--- config.mk ---
export PLATFORM = sky130hd
export DESIGN_NAME = clocks_gen
export DESIGN_NICKNAME = d
export VERILOG_FILES = /design/src/rtl/clocks_gen_pkg.sv /design/src/rtl/clk_div.sv /design/src/rtl/clocks_gen.sv
export SDC_FILE = /design/constraint.sdc
export NUM_CORES = 1
export LEC_CHECK = 0
export BUFFER_PORTS_ARGS = -buffer_cell sky130_fd_sc_hd__buf_2
export CORE_MARGIN = 4
export CORE_UTILIZATION = 45
export CTS_CLUSTER_DIAMETER = 150
export DETAILED_ROUTE_END_ITERATION = 10
export GPL_TIMING_DRIVEN = 0
export HOLD_SLACK_MARGIN = 0.1
export PLACE_DENSITY = 0.7
export RECOVER_POWER = 25
export SYNTH_ARGS = -nofsm -noshare
export SYNTH_HDL_FRONTEND = slang
export SYNTH_HIERARCHICAL = 1
export SYNTH_SLANG_ARGS = --single-unit
--- constraint.sdc ---
create_clock -name sys_clk -period 2.66 [get_ports sys_clk]
set_input_delay 0.532 -clock sys_clk [delete_from_list [all_inputs] [get_ports sys_clk]]
set_output_delay 0.532 -clock sys_clk [all_outputs]
set_load 0.02 [all_outputs]
--- src/rtl/clocks_gen_pkg.sv ---
// clocks_gen_pkg: default frequencies and half-period helper for the stopwatch clock dividers
package clocks_gen_pkg;
  localparam int SYS_CLK_HZ_DEF = 100_000_000;
  localparam int ONEHZ_HZ_DEF = 1;
  localparam int TWOHZ_HZ_DEF = 2;
  localparam int FAST_HZ_DEF = 500;
  localparam int BLINK_HZ_DEF = 4;
  // Returns 0 for f == 0, so the elaboration check rejects it instead of dividing by zero.
  function automatic int half_count(input int sys_hz, input int f);
    return (f > 0) ? sys_hz / (2 * f) : 0;
  endfunction
endpackage

--- src/rtl/clk_div.sv ---
// clk_div: toggle divider producing a square wave with HALF cycles high and HALF cycles low
module clk_div #(
  parameter int HALF = 1
) (
  input  logic sys_clk,
  input  logic rst,
  output logic clk_out
);
  localparam int W = (HALF > 1) ? $clog2(HALF) : 1;
  localparam logic [W-1:0] LAST = W'(HALF - 1);
  logic [W-1:0] cnt_q, cnt_d;
  logic out_q, out_d;
  always_comb begin
    cnt_d = (cnt_q == LAST) ? '0 : cnt_q + W'(1);
    out_d = (cnt_q == LAST) ? ~out_q : out_q;
  end
  always_ff @(posedge sys_clk) begin
    if (!rst) begin
      cnt_q <= '0;
      out_q <= 1'b0;
    end else begin
      cnt_q <= cnt_d;
      out_q <= out_d;
    end
  end
  assign clk_out = out_q;
endmodule

--- src/rtl/clocks_gen.sv ---
// clocks_gen: derives the stopwatch 1 Hz, 2 Hz, display-mux and blink square waves from sys_clk
// Define CLOCKS_GEN_BLINK_EN to build the blink divider; otherwise blink_clk is tied to 0.
module clocks_gen
  import clocks_gen_pkg::*;
#(
  parameter int SYS_CLK_HZ = SYS_CLK_HZ_DEF,
  parameter int ONEHZ_HZ = ONEHZ_HZ_DEF,
  parameter int TWOHZ_HZ = TWOHZ_HZ_DEF,
  parameter int FAST_HZ = FAST_HZ_DEF,
  parameter int BLINK_HZ = BLINK_HZ_DEF
) (
  input  logic sys_clk,
  input  logic rst,
  output logic onehz_clk,
  output logic twohz_clk,
  output logic fast_clk,
  output logic blink_clk
);
  localparam int ONEHZ_HALF = half_count(SYS_CLK_HZ, ONEHZ_HZ);
  localparam int TWOHZ_HALF = half_count(SYS_CLK_HZ, TWOHZ_HZ);
  localparam int FAST_HALF = half_count(SYS_CLK_HZ, FAST_HZ);
  localparam int BLINK_HALF = half_count(SYS_CLK_HZ, BLINK_HZ);
  if (ONEHZ_HALF < 1 || TWOHZ_HALF < 1 || FAST_HALF < 1 || BLINK_HALF < 1) begin : g_bad_freq
    $error("clocks_gen: every frequency must be nonzero and at most SYS_CLK_HZ/2");
  end
  clk_div #(.HALF(ONEHZ_HALF)) u_onehz (.sys_clk(sys_clk), .rst(rst), .clk_out(onehz_clk));
  clk_div #(.HALF(TWOHZ_HALF)) u_twohz (.sys_clk(sys_clk), .rst(rst), .clk_out(twohz_clk));
  clk_div #(.HALF(FAST_HALF)) u_fast (.sys_clk(sys_clk), .rst(rst), .clk_out(fast_clk));
`ifdef CLOCKS_GEN_BLINK_EN
  clk_div #(.HALF(BLINK_HALF)) u_blink (.sys_clk(sys_clk), .rst(rst), .clk_out(blink_clk));
`else
  assign blink_clk = 1'b0;
`endif
endmodule

* Word-level counts from Yosys, hierarchy flattened
Index checks and enable logic that the tools add are counted.
** Storage, ports and cells
- Bits in registers :: 71
- Input port bits :: 2
- Output and inout port bits :: 4
** Operators by class
- $add $sub $neg :: 3
- Equality and inequality tests :: 3
- Bitwise operators :: 4
- Reduce and logical (&&, ||, !) cells :: 3
** Operators with widths (count)
- adder 26 x 1 -> 26 bit (second input constant) :: 1
- == test 26 bit (second input constant) :: 1
- adder 25 x 1 -> 25 bit (second input constant) :: 1
- == test 25 bit (second input constant) :: 1
- adder 17 x 1 -> 17 bit (second input constant) :: 1
- == test 17 bit (second input constant) :: 1
- OR reduction 2 bit :: 3
- NOT 1 bit :: 4

* Logic depth before layout (Yosys ltp)
- Depth after elaboration :: 2
- Depth in mapped cells :: 7
- Gate-level depth less buffers :: 5

* Modules after synthesis
Netlist, hierarchy kept.
** By module, submodules not included
- clk_div (u_onehz) :: times used 1, cells each 142, area each 1234.9 µm²
- clk_div (u_twohz) :: times used 1, cells each 140, area each 1218.7 µm²
- clk_div (u_fast) :: times used 1, cells each 90, area each 795.8 µm²
- clocks_gen :: times used 1, cells each 2, area each 11.3 µm²

* Least setup slack after synthesis
Ideal clock, no wire load.
- Kind :: register to register
- From :: register u_fast.cnt_q[12]
- To :: register u_fast.cnt_q[9]
- Data arrival time :: 1.739 ns
- Data required time :: 2.545 ns
- Path slack :: 0.807 ns
- Stages on the path, launching flop included :: 6
- Path buffers :: 1
- Cells stage by stage :: dfxtp_1 > or4_1 > or4_4 > o21ai_4 > buf_4 > nor2_1
** On the way
- Cells in the longest elaborated chain, start to end :: 2
** RTL lines
- from (decl) :: RTL line clk_div.sv:11 : logic [W-1:0] cnt_q, cnt_d;
- from (signal assigned) :: RTL line clk_div.sv:22 : cnt_q <= cnt_d;
- == test 17 bit :: RTL line clk_div.sv:14 : cnt_d = (cnt_q == LAST) ? '0 : cnt_q + W'(1);
- OR reduction 2 bit (no source line)
No other way between the ends.
A chain may end at the register's enable or synchronous reset.

* Final worst setup path
- From :: register u_twohz.cnt_q[0]
- To :: register u_twohz.cnt_q[19]
** On the way
- Cells in the longest elaborated chain, start to end :: 2
** RTL lines (RTL line)
- from (decl) :: clk_div.sv:11
- from (signal assigned) :: clk_div.sv:22
- branches (longest 2 deep; another with adder 25 x 1 -> 25 bit)
Several ways; the timed one is not identified.

==> out/results.tsv <==
stage	metric	value	unit
layout	layout cell share with drive strength beyond 1	9.137	%
min_path	Min-Delay Path Depth	1	
floorplanning	Die Ht	93.12	um
clocking	Max Buffers Root-to-Sink	2	
clocking	CTS tree	built	
placement	routability cong.	0.8349	
sta	Worst Tran Pin Value	0.6456	ns
layout	synth-to-layout area growth	10.13	%
floorplanning	Rows	30	
global_route	first-pass GRT wire length	11290	um
synth	Post-synth ARST share	0	%
global_route	initial antenna violation count	0	
layout	ant diodes	0	
sta	Slew HR	56.57	%
worst_setup_path	Arr. time, crit path	2.41	ns
placement	HPWL Detailed	4372	um
clocking	post-CTS setup buffer count	0	
sta	Fin Clk Skew	0.005545	ns
floorplanning	Starting Density	47.21	%
sta	Slew Limit Fails	0	
floorplanning	chip width	93.12	um
worst_setup_path	CP endpoint kind	flop	
synth	sequential-to-total area share from yosys stat	43.59	%
sta	Hold Slack	0.4446	ns
global_route	largest net degree at the start of global routing	13	
synth	Netlist cell types	42	
worst_setup_path	cells on worst reg2reg path	6	
clocking	clock latency on the worst-skew pair	0.34	ns
pwr	Worst VDD drop	0.3061	mV
routing	post-DR wirelength/cell	12.61	um
synth	Mapped Area	0.003261	mm^2
synth	largest cells by area after synthesis	dfxtp_1, xnor2_1, nor2_1	
synth	Mapped Cells	374	
clocking	CTS Buf Count	9	
clocking	PostCTS Resize Cnt	0	
clocking	hold buffers post-CTS	0	
synth	Synth top area share	43.59	%
layout	Finished Layout Cells	490	
placement	IO Port Bufs	4	
synth	Post-synth top flop	dfxtp_1	
worst_setup_path	CP Class	reg -> reg	
worst_setup_path	critical path data required time	2.88	ns
synth	most common cell in the netlist	dfxtp_1	
clocking	Clock Pin Slew Worst Setup and Hold Paths	0.07	ns
synth	area leader, netlist	dfxtp_1	
synth	Synth Area per Inst	8.718	um^2
routing	Vias per Instance	5.488	
routing	drc violations	0	
sta	setup violators final	0	
sta	Tmin final	2.188	ns
synth	Yosys Warn Count	6	
floorplanning	I/O pins	6	
outcome	status	finished clean	
floorplanning	Core ar.	0.006907	mm^2
synth	number of synthesized flops with an enable pin	0	
flow_run	maxcap violations	0	
worst_setup_path	Crit Path Max Fanout	10	
clocking	CTS H-tree lvls	3	
sta	Hold Violations, Final	0	
synth	Synth top cells by count	dfxtp_1, nor2_1, xnor2_1	
synth	flops & latches, synth	71	
clocking	CTS Root Cell	clkbuf_8	
layout	Final nets	394	
min_path	min-delay worst type	reg -> reg	
routing	Via Count	2689	
global_route	Remaining Overflow, GRT	0	
clocking	Sink Count	71	
floorplanning	die outline area	0.008671	mm^2
global_route	GRT Total Usage	15.89	%
sta	RSZ-0062 raised after global routing	false	
worst_setup_path	Setup crit start kind	flop	
placement	placed insts	474	
sta	Max Clk Rate	457.0	MHz
sta	crit share post-route	82.27	%
global_route	vias in the first global route	2519	
synth	Syn Nets	379	
sta	post-route setup TNS	0	ns
routing	remaining antenna violation count	0	
pwr	Power Density	559.2	mW/mm^2
pwr	leakage power	1.122	nW
routing	detailed-route wire length	6179	um
routing	drt initial violations	105	
routing	Pre-Repair DR Iteration Count	4	
final timing paths:
check,from,endpoint,slack [ns]
min,u_twohz/cnt_q[0],u_twohz/cnt_q[0],0.44
min reg2reg,u_twohz/cnt_q[0],u_twohz/cnt_q[0],0.44
max reg2reg,u_twohz/cnt_q[0],u_twohz/cnt_q[19],0.47
max,u_twohz/cnt_q[0],u_twohz/cnt_q[19],0.47
per-layer routing:
layer	GRT usage, %	wire length [um]	vias to the layer above
li1	-	-	1384
met1	19.36	2951	1266
met2	26.93	2940	34
met3	5.551	244	5
met4	3.663	44	0
met5	0	0	-
per-stage QoR:
step	worst slack (ns)	cell area, um^2	total power (W)	utilization (%)
floorplan	0.8068	3261	0.001145	-
global placement	0.5503	3401	0.001160	49.24
detailed placement	0.5289	3401	0.001161	49.24
CTS	0.5104	3608	0.002049	52.25
global route	0.1914	3591	0.002108	51.99
finish	0.4717	3591	0.002008	51.99
power breakdown:
| part | switching [W] | total [W] | internal [W] |
|---|---|---|---|
| clock | 0.000391 | 0.000873 | 0.000482 |
| combinational | 0.0000332 | 0.0000505 | 0.0000173 |
| sequential | 0.0000104 | 0.00108 | 0.00107 |
| total | 0.000435 | 0.00201 | 0.00157 |
worst max-delay path: stages, from the launching register on:
cell,delay [ns]
dfxtp_1,0.35
ha_1,0.15
clkbuf_1,0.25
nand2_1,0.28
o31ai_1,0.62
buf_2,0.36
a21oi_1,0.07
cell usage in the layout (no fill, tap or decap), types with 3 or more instances in the layout:
master    count
a21oi_1      22
and2_1        3
and3_1        3
and4_1        5
buf_2         8
clkbuf_1      5
clkbuf_8     11
dfxtp_1      71
ha_1          3
inv_1        11
nand2_1      21
nand2b_1      3
nand3_1      21
nand4_1      18
nor2_1       46
nor3_1        6
nor4_1        8
o21ai_0      18
o31ai_1       8
or3_1        21
or4_1        12
xnor2_1      23
xor2_1       14
kinds of logic after synthesis:
kind of cell,synth area share (%)
DFF,43.59
adders and majority gates,1.151
xor gates and xnor gates,9.939
AOI/OAI and AO/OA,11.21
buffers and inverters,3.530
other,0.1150
and+or+nand+nor,30.47
final cells by class:
type	count	area [um^2]
Fill cell	700	3316
Multi-Input combinational cell	280	1715
Sequential cell	71	1421
Clock buffer	11	151.4
Tap cell	96	120.1
Buffer	12	68.82
Clock inverter	5	56.30
Inverter	11	41.29
Timing Repair Buffer	4	16.27
registers in the layout, summed over array words and instances (netlist names):
| register | flops |
|---|---|
| u_fast/cnt_q | 17 |
| u_twohz/cnt_q | 25 |
| u_onehz/cnt_q | 26 |
| u_onehz/clk_out | 1 |
| u_fast/clk_out | 1 |
| u_twohz/clk_out | 1 |
Power figures use the tool's default switching activity.
